### src/rtl/udt_socket_ctrl.sv
// ---------------------------------------------------------------------------
// udt_socket_ctrl
//
// Initiator side of the UDT socket control interface. Turns one-cycle user
// connect/close commands into the level-held Req_Connect / Req_Close request
// handshake toward the socket responder. It then consumes one udt_state word
// to confirm the outcome. It also answers a peer-initiated close
// (Peer_Req_Close -> one-cycle Peer_Res_Close).
//
// Handshake rules:
//   * Req_Connect / Req_Close are levels. Each is held until the matching
//     one-cycle Res_* pulse is sampled, or until the wait times out.
//   * A udt_state word transfers on a rising edge where
//     state_valid & state_ready are both 1. state_ready is only ever high in
//     WAIT_CONN / WAIT_CLOSE. A word offered at any other time stays pending
//     on the bus and is not consumed.
//
// Ports:
//   core_clk, core_rst     clock (rising edge), async active-high reset
//   user_connect           connect command, honoured in IDLE only
//   user_close             close command, honoured in CONNECTED only
//   user_clear             leaves ERROR and clears the sticky error flags
//   Req_Connect/Res_Connect connect request level / responder accept pulse
//   Req_Close/Res_Close    close request level / responder accept pulse
//   Peer_Req_Close         peer close request (level)
//   Peer_Res_Close         one-cycle acknowledge of the peer close
//   state_valid/state_ready/udt_state  incoming udt_state word stream
//   connected              1 while in CONNECTED
//   busy                   1 in any transient state (not IDLE/CONNECTED/ERROR)
//   last_state             last accepted udt_state word (matching or not)
//   err_timeout            sticky: a responder wait ran out
//   err_state              sticky: an accepted word was not the expected code
//   dbg_fsm_state          current FSM state code, for observation only
//
// Every output is a register. Each transition below writes the complete
// output set for its target state. Because of that, the outputs change on
// the same edge as the state.
// ---------------------------------------------------------------------------
module udt_socket_ctrl #(
    parameter int          TIMEOUT_CYCLES = 1024,
    parameter int          CNT_W          = 16,
    parameter logic [31:0] ST_CONNECTED   = 32'h0000_0010,
    parameter logic [31:0] ST_CLOSED      = 32'h0000_1000
) (
    input  logic        core_clk,
    input  logic        core_rst,
    input  logic        user_connect,
    input  logic        user_close,
    input  logic        user_clear,
    output logic        Req_Connect,
    input  logic        Res_Connect,
    output logic        Req_Close,
    input  logic        Res_Close,
    input  logic        Peer_Req_Close,
    output logic        Peer_Res_Close,
    input  logic        state_valid,
    output logic        state_ready,
    input  logic [31:0] udt_state,
    output logic        connected,
    output logic        busy,
    output logic [31:0] last_state,
    output logic        err_timeout,
    output logic        err_state,
    output logic [2:0]  dbg_fsm_state
);

    typedef enum logic [2:0] {
        IDLE       = 3'd0,
        REQ_CONN   = 3'd1,
        WAIT_CONN  = 3'd2,
        CONNECTED  = 3'd3,
        PEER_ACK   = 3'd4,
        REQ_CLOSE  = 3'd5,
        WAIT_CLOSE = 3'd6,
        ERROR      = 3'd7
    } state_t;

    // Last count value of a wait.
    // The counter is 0 in the first cycle of a wait state. Reaching this value
    // therefore means TIMEOUT_CYCLES cycles have been spent in that state.
    localparam logic [CNT_W-1:0] CNT_LAST = CNT_W'(TIMEOUT_CYCLES - 1);

    state_t           state;
    logic [CNT_W-1:0] cnt;

    // A word transfers only when ready is already high.
    // That can only be true inside a wait state.
    logic xfer;
    assign xfer = state_valid & state_ready;

    // Observation-only copy of the FSM state.
    // It is a plain cast of the state register, with no logic of its own.
    assign dbg_fsm_state = state;

    always_ff @(posedge core_clk or posedge core_rst) begin
        if (core_rst) begin
            state          <= IDLE;
            cnt            <= '0;
            Req_Connect    <= 1'b0;
            Req_Close      <= 1'b0;
            Peer_Res_Close <= 1'b0;
            state_ready    <= 1'b0;
            connected      <= 1'b0;
            busy           <= 1'b0;
            last_state     <= '0;
            err_timeout    <= 1'b0;
            err_state      <= 1'b0;
        end else begin
            // The peer acknowledge is a pulse.
            // Only the CONNECTED -> PEER_ACK transition raises it.
            Peer_Res_Close <= 1'b0;

            case (state)
                IDLE: begin
                    if (user_connect) begin
                        state       <= REQ_CONN;
                        cnt         <= '0;
                        Req_Connect <= 1'b1;
                        busy        <= 1'b1;
                    end
                end

                REQ_CONN: begin
                    // The awaited event is checked before the timeout.
                    // A Res_Connect in the last cycle therefore still counts.
                    if (Res_Connect) begin
                        state       <= WAIT_CONN;
                        cnt         <= '0;
                        Req_Connect <= 1'b0;
                        state_ready <= 1'b1;
                    end else if (cnt == CNT_LAST) begin
                        state       <= ERROR;
                        Req_Connect <= 1'b0;
                        busy        <= 1'b0;
                        err_timeout <= 1'b1;
                    end else begin
                        cnt <= cnt + 1'b1;
                    end
                end

                WAIT_CONN: begin
                    if (xfer) begin
                        last_state  <= udt_state;
                        state_ready <= 1'b0;
                        busy        <= 1'b0;
                        if (udt_state == ST_CONNECTED) begin
                            state     <= CONNECTED;
                            connected <= 1'b1;
                        end else begin
                            state     <= ERROR;
                            err_state <= 1'b1;
                        end
                    end else if (cnt == CNT_LAST) begin
                        state       <= ERROR;
                        state_ready <= 1'b0;
                        busy        <= 1'b0;
                        err_timeout <= 1'b1;
                    end else begin
                        cnt <= cnt + 1'b1;
                    end
                end

                CONNECTED: begin
                    // A peer close takes priority.
                    // A user_close in the same cycle is dropped.
                    if (Peer_Req_Close) begin
                        state          <= PEER_ACK;
                        Peer_Res_Close <= 1'b1;
                        connected      <= 1'b0;
                        busy           <= 1'b1;
                    end else if (user_close) begin
                        state     <= REQ_CLOSE;
                        cnt       <= '0;
                        Req_Close <= 1'b1;
                        connected <= 1'b0;
                        busy      <= 1'b1;
                    end
                end

                PEER_ACK: begin
                    state <= IDLE;
                    busy  <= 1'b0;
                end

                REQ_CLOSE: begin
                    if (Res_Close) begin
                        state       <= WAIT_CLOSE;
                        cnt         <= '0;
                        Req_Close   <= 1'b0;
                        state_ready <= 1'b1;
                    end else if (cnt == CNT_LAST) begin
                        state       <= ERROR;
                        Req_Close   <= 1'b0;
                        busy        <= 1'b0;
                        err_timeout <= 1'b1;
                    end else begin
                        cnt <= cnt + 1'b1;
                    end
                end

                WAIT_CLOSE: begin
                    if (xfer) begin
                        last_state  <= udt_state;
                        state_ready <= 1'b0;
                        busy        <= 1'b0;
                        if (udt_state == ST_CLOSED) begin
                            state <= IDLE;
                        end else begin
                            state     <= ERROR;
                            err_state <= 1'b1;
                        end
                    end else if (cnt == CNT_LAST) begin
                        state       <= ERROR;
                        state_ready <= 1'b0;
                        busy        <= 1'b0;
                        err_timeout <= 1'b1;
                    end else begin
                        cnt <= cnt + 1'b1;
                    end
                end

                ERROR: begin
                    if (user_clear) begin
                        state       <= IDLE;
                        err_timeout <= 1'b0;
                        err_state   <= 1'b0;
                    end
                end

                default: begin
                    state <= IDLE;
                end
            endcase
        end
    end

endmodule
### config.mk
export PLATFORM = sky130hd
export DESIGN_NAME = udt_socket_ctrl
export DESIGN_NICKNAME = d
export VERILOG_FILES = /design/src/rtl/udt_socket_ctrl.sv
export SDC_FILE = /design/constraint.sdc
export NUM_CORES = 1
export LEC_CHECK = 0
export ABC_AREA = 1
export CAP_MARGIN = 15
export CORE_ASPECT_RATIO = 2
export CORE_MARGIN = 5
export CORE_UTILIZATION = 30
export DETAILED_ROUTE_END_ITERATION = 8
export HOLD_SLACK_MARGIN = 0.02
export PLACE_DENSITY = 0.64
export SLEW_MARGIN = 30
export SYNTH_ARGS = -nofsm -noshare
export SYNTH_HDL_FRONTEND = slang
export SYNTH_SLANG_ARGS = --single-unit
### constraint.sdc
create_clock -name core_clk -period 2.1 [get_ports core_clk]
set_input_delay 0.525 -clock core_clk [delete_from_list [all_inputs] [get_ports core_clk]]
set_output_delay 0.525 -clock core_clk [all_outputs]
set_load 0.05 [all_outputs]
==> metrics.md, run 1 <==
| Metric | Value |
|---|---|
| Crit path DAT | `1520 ps` |
| Worst slew margin | `64.8%` |
| Worst-Margin Slew | `526 ps` |
| Hold Buf Count CTS | `0` |
| Final Hold Fails | `0` |
| Setup TNS | `0 ps` |
| Clock Pin Slew Worst Setup and Hold Paths | `60 ps` |
| Crit path max-delay cell type | `clkdlybuf4s50_1` |
| Die width | `82.2 um` |
| RSZ-0062 raised after global routing | `no` |
| WL/cell | `14.2 um` |
| Area taken by multi-input logic gates | `1350 um2` |
| Place WS | `-179 ps` |
| Number of cells on the critical path | `1` |
| Ant diodes | `0` |
| Non-Filler Instances | `648` |
| Die extent in y | `154 um` |
| # H-tree levels | `3` |
| Initial Util | `30.8%` |
| Crit Path Max Fanout | `2` |
| Cells after Synth | `406` |
| # fillers | `1048` |
| Routed Antenna Nets | `0` |
| Post-route setup slack | `55.7 ps` |
| Slowest stage delay, CP | `830 ps` |
| Worst EP required | `1570 ps` |
| Initial drt markers | `152` |
| Post-synth top cells | `94 x nand2_1, 64 x inv_1, 59 x dfrtp_1` |
| Via count normalized by instance count | `4.62` |
| Status | `complete, no violations` |
| Sequential area share after synthesis | `47.2%` |
| Clock buffer depth | `2` |
| Fin. max-slew vios | `0` |
| Final period utilization | `97.3%` |
| Peak supply drop | `0.00101 V` |
| Sink Count | `59` |
| Power per cell area | `1620 nW/um2` |
| Register bit count reported by yosys | `59` |
| Syn Nets | `448` |
| Yosys cell types | `35` |
| Routed wire length | `9210 um` |
| Crit Path Category | `flop to output pin` |
| Die area | `12700 um2` |
| I/O pins | `84` |
| Critical path cell sequence | `clkdlybuf4s50_1` |
| Storage cell area | `1480 um2` |
| Num CTS Buffers | `9` |
| Fin Clk Skew | `7.12 ps` |
| Vias in the first global route | `3191` |
| Initial antenna violation count | `0` |
| Grt ovf | `0` |
| Placer Congestion | `0.900` |
| Post-Syn Area per Cell | `7.70 um2` |
| Fin crit period | `2040 ps` |
| Reg with most FFs | `last_state` |
| DR pass1 iterations | `4` |
| Area leader, netlist | `dfrtp_1` |
| Wire length of the first global-routing pass | `15300 um` |
| Final HPWL from detailed placement | `7430 um` |
| Post-synth EDFFs | `0` |
| Worst Path Buf+Inv | `1` |
| Inst Count DP | `632` |
| Total number of vias | `2995` |
| Worst hold path class | `flop to flop` |
| Fmax | `489 MHz` |
| Leakage Power | `2.23 nW` |
| Yosys warning count | `0` |
| Pin count of the biggest net entering global routing | `37` |
| Buffer type at the clock tree root | `clkbuf_16` |
| Port Buf Inserts | `83` |
| Final Power | `7.38 mW` |
| Hold depth | `2` |
| Hold WS | `485 ps` |
| CTS tree | `done` |
| # nets final | `550` |
| Layout cells sized above 1 | `14.2%` |
| Std-Cell Rows | `52` |
| Top post-synthesis cells by area | `dfrtp_1 47%, nand2_1 11%, inv_1 7.7%, o21ai_0 6.6%, nor2_1 5.6%` |
| Top-count cell post-synth | `nand2_1` |
| Critical path's top delay family | `buffers and inverters` |
| # setup viols final | `0` |
| DR DRC count | `0` |
| Max reg flops | `32` |
| Skew-Pair Late Insertion Delay | `330 ps` |
| Async SR Flop Fraction | `100%` |
| Top-area cell type share of the netlist area | `47.2%` |
| Setup bufs post-CTS | `0` |
| Area grow syn2layout | `45.3%` |
| Post-CTS sizing | `0` |
| Dominant synthesized flop cell | `dfrtp_1` |
| GRT Util Overall | `15.7%` |
| Crit end category | `output pin` |
| Startpoint Class | `flop` |
| Worst r2r path cells | `10` |
| Core Region | `10100 um2` |
| Max-cap violations | `0` |
| Post-synthesis cell area | `3130 um2` |
## final timing paths
| kind | start | slack, ps | endpoint |
|---|---|---|---|
| setup / recovery | last_state[1] | 60 | last_state[1] |
| hold / removal | last_state[5] | 480 | last_state[5] |
| setup reg to reg | dbg_fsm_state[1] | 190 | cnt[9] |
| hold reg to reg | last_state[5] | 480 | last_state[5] |
| max in group asynchronous | core_rst | 1050 | Req_Connect |
| min in group asynchronous | core_rst | 510 | last_state[26] |
## cell type report
cell class | count | area share, %
clock buffers | 10 | 5.26
clock inverters | 6 | 2.09
inverters | 69 | 5.76
multi-input cells | 270 | 29.8
flip-flops and latches | 59 | 32.5
well taps | 135 | 3.72
repair buffers | 99 | 20.9
## layer usage
metal  track usage, %  part of all wire [%]
met1             16.2                    35
met2             28.3                    56
met3             4.66                   5.8
met4             6.81                   3.2
met5                0                     0
## per-stage QoR
step,utilization [%],instance area (um2)
global placement,41.5,4210
CTS,44.7,4540
floorplan,-,3130
detailed placement,41.5,4210
finish,44.7,4540
global route,44.7,4540
## cell usage in the layout (no fill, tap or decap), types with 2 or more instances in the layout
master / synthesis / final
inv_1: 64 / 63
inv_2: 3 / 4
nor3_1: 7 / 7
buf_4: 0 / 25
nand4_1: 6 / 6
clkdlybuf4s50_1: 0 / 72
o21ai_1: 3 / 3
nand2_1: 94 / 94
and3_1: 2 / 2
clkinv_4: 0 / 2
clkbuf_16: 0 / 9
dfrtp_1: 59 / 59
nand2_2: 5 / 5
nand2_4: 2 / 2
mux2_2: 8 / 8
buf_12: 0 / 2
nor2_1: 47 / 47
bufinv_16: 0 / 2
xor2_1: 4 / 4
nand3_1: 21 / 21
a21oi_1: 12 / 12
o21ai_0: 41 / 41
nor2_2: 4 / 4
inv_6: 0 / 2
## kinds of logic after synthesis
group	Yosys count	synth area share, %
buf+inv	77	9.49
xor+xnor	4	1.12
simple gates	195	28.5
fa+ha+maj	1	0.400
mux	8	2.88
compound gates	62	10.4
flops	59	47.2
## tightest hold or removal path: stages (launching register included)
cell	delay, ps
dfrtp_1	340
nand2_1	50
o21ai_0	60
## report_power, final
group	total (mW)	internal (mW)	switching, mW
Clock	1.63	1.08	0.550
Combinational	3.90	1.30	2.60
Sequential	1.85	1.55	0.293
No activity file was read; power rests on OpenSTA's default activity.
==> run 2: changes to the inputs <==
--- a/config.mk
+++ b/config.mk
@@ -11,7 +11,6 @@
 export CORE_MARGIN = 5
 export CORE_UTILIZATION = 30
 export DETAILED_ROUTE_END_ITERATION = 8
-export HOLD_SLACK_MARGIN = 0.02
 export PLACE_DENSITY = 0.64
 export SLEW_MARGIN = 30
 export SYNTH_ARGS = -nofsm -noshare
==> results of run 2 <==
Same layout as run 1: the final DEF is identical, and so are final timing and power.
